**src/rtl/ahb3lite_slave_arbiter.sv**
```systemverilog
// Per-slave-port master arbiter for an AHB3-Lite switch: priority plus round-robin
// address-phase grant, burst/lock hold, and data-phase owner tracking.
`timescale 1ns/1ps
module ahb3lite_slave_arbiter #(
  parameter  int MASTERS   = 3,
  parameter  int PRIO_BITS = 3,
  localparam int IDW       = (MASTERS > 1) ? $clog2(MASTERS) : 1
) (
  input  logic                           HCLK,
  input  logic                           HRESETn,
  input  logic [MASTERS-1:0]             mst_req,
  input  logic [MASTERS*PRIO_BITS-1:0]   mst_priority,
  input  logic [MASTERS*2-1:0]           mst_HTRANS,
  input  logic [MASTERS*3-1:0]           mst_HBURST,
  input  logic [MASTERS-1:0]             mst_HMASTLOCK,
  input  logic                           slv_HREADY,
  output logic [MASTERS-1:0]             gnt,
  output logic [IDW-1:0]                 gnt_id,
  output logic                           gnt_valid,
  output logic [IDW-1:0]                 dp_id,
  output logic                           dp_valid
);

  typedef enum logic [1:0] {IDLE = 2'd0, BUSY = 2'd1, NONSEQ = 2'd2, SEQ = 2'd3} htrans_e;
  typedef enum logic [2:0] {
    SINGLE = 3'd0, INCR = 3'd1, WRAP4 = 3'd2, INCR4 = 3'd3,
    WRAP8 = 3'd4, INCR8 = 3'd5, WRAP16 = 3'd6, INCR16 = 3'd7
  } hburst_e;

  logic [MASTERS-1:0] gnt_q, gnt_d;
  logic [IDW-1:0]     gnt_id_q, gnt_id_d, dp_id_q, dp_id_d, rr_q, rr_d;
  logic               gnt_valid_q, gnt_valid_d, dp_valid_q, dp_valid_d;
  logic [3:0]         beats_q, beats_d;

  htrans_e  ownTrans;
  hburst_e  ownBurst;
  logic     ownReq, ownLock, ownFixed, hold;
  logic     found;
  logic [IDW-1:0]       win;
  logic [PRIO_BITS-1:0] bestPrio;

  assign ownTrans = htrans_e'(mst_HTRANS[2*gnt_id_q +: 2]);
  assign ownBurst = hburst_e'(mst_HBURST[3*gnt_id_q +: 3]);
  assign ownReq   = mst_req[gnt_id_q];
  assign ownLock  = mst_HMASTLOCK[gnt_id_q];
  assign ownFixed = (ownBurst != SINGLE) && (ownBurst != INCR);

  // Highest priority wins; ties resolved by scanning from the slot after the last winner.
  always_comb begin
    int idx;
    found    = 1'b0;
    win      = '0;
    bestPrio = '0;
    idx      = 0;
    for (int k = 1; k <= MASTERS; k++) begin
      idx = int'(rr_q) + k;
      if (idx >= MASTERS) idx = idx - MASTERS;
      if (mst_req[idx] &&
          (!found || mst_priority[idx*PRIO_BITS +: PRIO_BITS] > bestPrio)) begin
        found    = 1'b1;
        win      = IDW'(idx);
        bestPrio = mst_priority[idx*PRIO_BITS +: PRIO_BITS];
      end
    end
  end

  always_comb begin
    beats_d = beats_q;
    if (slv_HREADY && ownReq) begin
      unique case (ownTrans)
        NONSEQ: begin
          unique case (ownBurst)
            WRAP4, INCR4:   beats_d = 4'd3;
            WRAP8, INCR8:   beats_d = 4'd7;
            WRAP16, INCR16: beats_d = 4'd15;
            default:        beats_d = 4'd0;
          endcase
        end
        SEQ:     beats_d = (beats_q != 4'd0) ? beats_q - 4'd1 : 4'd0;
        default: beats_d = beats_q;
      endcase
    end
  end

  // Bursts and locked sequences keep the current owner; beats_d is the post-edge count.
  always_comb begin
    hold = 1'b0;
    if (ownReq) begin
      if (ownLock)
        hold = 1'b1;
      else if (ownTrans == NONSEQ && ownBurst != SINGLE && !(ownFixed && beats_d == 4'd0))
        hold = 1'b1;
      else if (ownTrans == SEQ && ownFixed && beats_d != 4'd0)
        hold = 1'b1;
      else if ((ownTrans == SEQ || ownTrans == BUSY) && ownBurst == INCR)
        hold = 1'b1;
      else if (ownTrans == BUSY && ownFixed)
        hold = 1'b1;
    end
  end

  always_comb begin
    gnt_d       = gnt_q;
    gnt_id_d    = gnt_id_q;
    gnt_valid_d = gnt_valid_q;
    rr_d        = rr_q;
    dp_id_d     = dp_id_q;
    dp_valid_d  = dp_valid_q;
    if (slv_HREADY) begin
      dp_id_d    = gnt_id_q;
      dp_valid_d = gnt_valid_q && (ownTrans == NONSEQ || ownTrans == SEQ);
      if (hold) begin
        gnt_valid_d = 1'b1;
      end else if (found) begin
        gnt_d       = '0;
        gnt_d[win]  = 1'b1;
        gnt_id_d    = win;
        gnt_valid_d = 1'b1;
        rr_d        = win;
      end else begin
        gnt_valid_d = 1'b0;
      end
    end
  end

  always_ff @(posedge HCLK or negedge HRESETn) begin
    if (!HRESETn) begin
      gnt_q       <= MASTERS'(1);
      gnt_id_q    <= '0;
      gnt_valid_q <= 1'b0;
      dp_id_q     <= '0;
      dp_valid_q  <= 1'b0;
      beats_q     <= 4'd0;
      rr_q        <= IDW'(MASTERS - 1);
    end else begin
      gnt_q       <= gnt_d;
      gnt_id_q    <= gnt_id_d;
      gnt_valid_q <= gnt_valid_d;
      dp_id_q     <= dp_id_d;
      dp_valid_q  <= dp_valid_d;
      beats_q     <= beats_d;
      rr_q        <= rr_d;
    end
  end

  assign gnt       = gnt_q;
  assign gnt_id    = gnt_id_q;
  assign gnt_valid = gnt_valid_q;
  assign dp_id     = dp_id_q;
  assign dp_valid  = dp_valid_q;

endmodule

```
**config.mk**
```make
export PLATFORM = sky130hd
export DESIGN_NAME = ahb3lite_slave_arbiter
export DESIGN_NICKNAME = d
export VERILOG_FILES = /design/src/rtl/ahb3lite_slave_arbiter.sv
export SDC_FILE = /design/constraint.sdc
export NUM_CORES = 1
export LEC_CHECK = 0
export CAP_MARGIN = 0
export CORE_ASPECT_RATIO = 1.2
export CORE_MARGIN = 3
export CORE_UTILIZATION = 59
export CTS_CLUSTER_DIAMETER = 80
export DETAILED_ROUTE_END_ITERATION = 6
export GPL_ROUTABILITY_DRIVEN = 0
export GPL_TIMING_DRIVEN = 0
export PLACE_DENSITY = 0.87
export SYNTH_ARGS = -nofsm -noshare
export SYNTH_HDL_FRONTEND = slang
export SYNTH_SLANG_ARGS = --single-unit
```
**constraint.sdc**
```tcl
create_clock -name HCLK -period 11.4 [get_ports HCLK]
set_input_delay 1.71 -clock HCLK [delete_from_list [all_inputs] [get_ports HCLK]]
set_output_delay 1.71 -clock HCLK [all_outputs]
set_load 0.03 [all_outputs]
```
**Word level (Yosys, flattened, before mapping)**

Cells that the tools add are included.

- Register bits: 15
- Output and inout bits: 9
- Word-level logic and storage cells: 112
- Bits of input ports: 33

- Add/sub/neg operators: 7
- Bitwise gates (word level): 1
- $mul: 4
- Mux-type cells: 38
- Equality and inequality tests: 11
- Shift-type cells: 5
- Reductions and logical operators: 28
- Order comparisons: 11

Operator list:

| cell | count |
|---|---|
| less-than comparator 32 x 4 -> 1 bit, second input constant | 3 |
| multiplier 32 x 3 -> 32 bit, second input constant | 3 |
| two-way mux 32 bit | 3 |
| indexed part select 9 x 32 -> 3 bit | 3 |
| two-way mux 1 bit | 20 |
| logical AND 1 bit | 13 |
| == test 3 bit, second input constant | 4 |
| case mux 4 bit (3 select lines) | 1 |
| subtractor 3 x 2 -> 4 bit, second input constant | 3 |
| binary-select mux 1 bit (select 2 bit) | 5 |
| greater-or-equal comparator 3 x 2 -> 1 bit, second input constant | 3 |
| indexed part select 9 x 5 -> 3 bit | 1 |
| two-way mux 4 bit | 2 |
| case mux 4 bit (2 select lines) | 1 |
| nonzero test 4 bit | 2 |
| adder 2 x 2 -> 3 bit, second input constant | 2 |
| == test 3 x 2 -> 1 bit, second input constant | 2 |
| > comparator 3 bit | 2 |
| less-than comparator 2 x 3 -> 1 bit, second input constant | 2 |
| two-way mux 2 bit | 3 |
| two-way mux 3 bit | 2 |
| OR reduction 2 bit | 3 |
| indexed part select 6 x 4 -> 2 bit | 1 |
| == test 2 bit, second input constant | 2 |
| other kinds (14) | 19 |

**Depth between registers and ports, before layout**

- Word-level depth: 19
- Depth in mapped cells: 29
- Gate-level depth less buffers: 26

**Least setup slack after synthesis**

OpenSTA, ideal clock, no wires.

- Path kind: flip-flop to flip-flop
- Start point: register gnt_id_q[0], in the netlist gnt_id[0]
- End point: register gnt_q[1], in the netlist gnt[1]
- Required time: 11.272 ns
- Arrival: 5.584 ns
- Cell stages (with the launch flop): 28
- Path slack: 5.689 ns
- Cells stage by stage: dfrtp_1 buf_6 buf_4 inv_1 ha_1 buf_2 inv_1 buf_1 nand2_1 fa_1 nor3_1 o21ai_0 a211oi_1 o21ai_0 o22ai_1 ha_1 nor2b_1 o21ai_0 a32oi_1 o221ai_4 mux2_2 ha_1 o21ai_0 nand2b_1 a21oi_1 nor2_1 mux2_2 mux2_1

- Word-level cells in the longest chain between the ends: 16

Ends and longest elaborated chain:

| what | RTL line | source |
|---|---|---|
| start: declaration | 31 | `logic [IDW-1:0] gnt_id_q, gnt_id_d, dp_id_q, dp_id_d, rr_q, rr_d;` |
| start signal: assignment | 137 | `gnt_id_q <= gnt_id_d;` |
| multiplier 2 x 2 -> 4 bit | 43 | `assign ownBurst = hburst_e'(mst_HBURST[3*gnt_id_q +: 3]);` |
| indexed part select 9 x 5 -> 3 bit | 43 |  |
| == test 3 bit / == test 3 x 2 -> 1 bit (equally long branches) | 72 | `unique case (ownBurst)` |
| OR reduction 2 bit | 72 |  |
| case mux 4 bit (3 select lines) | 72 |  |
| case mux 4 bit (2 select lines) | 70 | `unique case (ownTrans)` |
| two-way mux 4 bit | 69 | `if (slv_HREADY && ownReq) begin` |
| zero test 4 bit | 91 | `else if (ownTrans == NONSEQ && ownBurst != SINGLE && !(ownFixed && beats_d == 4'd0))` |
| logical AND 1 bit | 91 |  |
| zero test 1 bit | 91 |  |
| logical AND 1 bit | 91 |  |
| two-way mux 1 bit | 91 |  |
| two-way mux 1 bit | 89 | `if (ownLock)` |
| two-way mux 1 bit (*) | 88 | `if (ownReq) begin` |
| NOT 1 bit (no line) (*) | - |  |
| AND reduction 3 bit (no line) (*) | - |  |
| end signal: assignment | 136 | `gnt_q <= gnt_d;` |
| end: declaration | 30 | `logic [MASTERS-1:0] gnt_q, gnt_d;` |

Every way passes the cells marked *; elsewhere a longest branch is shown, timed or not. The select of a mux whose other input is x is not followed.
A chain may end at the register's enable or synchronous reset.

**Worst setup path in the final report**

Same ends and word-level chain as after synthesis.

==> impl_metrics.yaml <==
power:
  comb_power_share: 0.858
  power.density_mw_per_mm2: 353
  sequentialPowerShare: 0.097
  p_sw_frac: 0.517
  clockPowerShare: 0.045
  p_leak_nw: 1.27
  power_switching_uw: 559
  p_int_uw: 523
  worst_ir_drop_vdd_v: 0.000227
global_routing:
  busiest_layer: "met2"
  grt_pass1_vias: 2455
  grt_use_met1: 0.291
  grt_pass1_wl_mm: 10.9
  grt_use_met2: 0.496
  track_usage: 0.261
  overflow: 0
  grtUsageMet3: 0.0275
  antenna_found_initial: 0
  grt_max_degree: 15
logic_synthesis:
  synth-seq-cells: 14
  synth-edff-count: 0
  synth.most_common_cell: "mux2i_1"
  synth_cell_types: 64
  yosysWarnings: 0
  ys_async_sr_fraction: 1.00
  avgSynthCellArea_sq_um: 9.05
  synth_area_sq_mm: 0.00254
  synth_flop_cell: "dfrtp_1"
  synth.area.top_cells: "dfrtp_1, mux2i_1, ha_1"
  syn-instance-count: 281
  ys_top_cells_by_count: "mux2i_1, ha_1, nand2_1, o21ai_0, nor2_1"
  synth_top_area_cell: "dfrtp_1"
  synth_top_area_share: 0.118
  ys_seq_area_frac: 0.139
floorplanning:
  die-height_microns: 77.9
  pin_count: 42
  dieWidth_microns: 65.9
  start_util: 0.630
  core_area_sq_mm: 0.00404
  die-area_sq_mm: 0.00514
  rows: 25
sta:
  finalSetupViolations: 0
  clock_skew_ns: 0.00183
  fin_crit_sh: 0.600
  relSlewSlack: 0.594
  tightest_slew_ns: 0.604
  fin_crit_ns: 6.85
  drv_slew: 0
  hold_violations: 0
  grt_setup_unrepaired: "false"
  fmax_mhz: 146
  totalNegativeSetupSlack_ns: 0
cells_and_area:
  n_antenna_cell: 0
  final_area_sq_mm: 0.00307
  drive_gt1_frac: 0.141
  areaGrowthSynthToFinish_pct: 20.7
  fin_nets: 383
setup_path:
  worstPathMaxFanout: 10
  endpoint_kind: "flip-flop"
  critical-path-max-stage-delay_ns: 0.52
  critPathArrivalTime_ns: 6.97
  crit_path_frequent_cell: "o21ai_0"
  worst_ep_required_time_ns: 11.53
  crit_buf_inv: 6
  slowest_stage: "fa_1"
  startpoint_type: "flip-flop"
  cp_top_family: "compound AO/OA/AOI/OAI gates"
  path_class: "flip-flop to flip-flop"
clock_tree:
  numClockSinks: 14
  htree_levels: 1
  cts_tree: "yes"
  hold_buffers: 0
  clockRootBuffer: "clkbuf_8"
  post_cts_resized: 0
  clk_pin_slew_ns: 0.06
  cts_buffer_depth: 2
  worstSkewPairLatency_ns: 0.25
  postCtsSetupRepairBufs: 0
  cts_buffers: 3
detailed_routing:
  vias: 2396
  wl_per_cell_microns: 17.0
  vias_per_cell: 6.31
  wl_mm: 6.48
  drc: 0
  ant_nets: 0
  drt_iter0_drc: 135
  first_pass_iters: 4
run:
  drv_cap: 0
status:
  status: "finished, final reports clean"
placed_design:
  dp.final_hpwl_mm: 5.18
  numPortBuffers: 40
  place_area_sq_mm: 0.00301
worst_hold_path:
  hp-class: "flip-flop to flip-flop"
==> power by group through the flow <==
stage	clock, mW	sequential [mW]	combinational [mW]
2_1_floorplan	0	0.125	0.694
6_report	0.0487	0.105	0.929
5_1_grt	0.0521	0.108	1.02
3_5_place_dp	0	0.104	0.915
4_1_cts	0.0498	0.104	0.923
3_3_place_gp	0	0.103	0.888
==> state kept, by name, indices dropped and copies added (netlist names) <==
name and cells:
dp_id 2, rr_q 1, gnt 3, dp_valid 1, gnt_valid 1, beats_q 4, gnt_id 2
==> logic make-up (layout without fill, tap and decap cells) <==
| kind of cell | count (synthesis) | in the layout | synth area share |
|---|---|---|---|
| compound gates | 70 | 70 | 0.218 |
| fa+ha+maj | 23 | 23 | 0.119 |
| xor+xnor | 3 | 3 | 0.0133 |
| mux | 48 | 48 | 0.250 |
| simple gates | 93 | 93 | 0.203 |
| flops | 14 | 14 | 0.139 |
| other cells | 1 | 2 | 0.00147 |
| buf+inv | 29 | 73 | 0.0571 |
==> final timing paths <==
kind                       cells after the start        end  slack (ns)      start
setup / recovery                              29     gnt[1]        4.55  gnt_id[0]
hold / removal                                 2     gnt[0]        0.50     gnt[0]
setup reg to reg                              29     gnt[1]        4.55  gnt_id[0]
hold reg to reg                                2     gnt[0]        0.50     gnt[0]
max in group asynchronous                      1  gnt_id[1]        9.17    HRESETn
min in group asynchronous                      1  gnt_valid        1.84    HRESETn
==> cells in the final DEF (no fill, tap or decap), types with 3 or more instances in the layout <==
cell type	netlist	routed
nor4_1	6	6
o21ai_0	17	17
buf_6	3	3
ha_1	21	21
clkbuf_8	0	4
nand3_1	10	10
inv_1	13	13
nand2b_1	8	8
mux2_2	6	6
mux4_2	11	11
nor3_1	8	8
mux2_1	3	3
clkdlybuf4s50_1	0	40
and2_1	3	3
a21oi_1	15	15
buf_2	5	5
nor2b_1	11	11
o22ai_1	5	5
dfrtp_1	12	12
o2bb2ai_1	4	4
nand2_1	17	17
buf_1	4	4
nor2_1	16	16
mux2i_1	27	27
==> cell type report <==
type,instances,area (sq um)
Multi-Input combinational cell,239,2050
Buffer,16,96.3
Inverter,13,48.8
Tap cell,54,67.6
Timing Repair Buffer,40,400
Clock buffer,4,55.1
Fill cell,302,966
Sequential cell,14,353
==> through the flow <==
stage               hold slack [ns]  setup WS [ns]   util  power (mW)  instances
floorplan                     0.525           5.69      -       0.818        282
global placement              0.477           4.84  0.747       0.991        376
detailed placement            0.485           4.68  0.747        1.02        376
CTS                           0.502           4.63  0.761        1.08        380
global route                  0.540           4.11  0.761        1.18        380
finish                        0.501           4.55  0.761        1.08        380
==> worst min-delay path: stages (launching register included) <==
cell and delay [ns]:
dfstp_2 0.37, nand2_1 0.05, o21ai_0 0.07
==> routing by layer <==
metal | routed length [microns] | vias up
li1 | - | 1149
met1 | 2620 | 1144
met2 | 3460 | 88
met3 | 284 | 15
met4 | 113 | 0
met5 | 0 | -
Power figures use the tool's default switching activity.
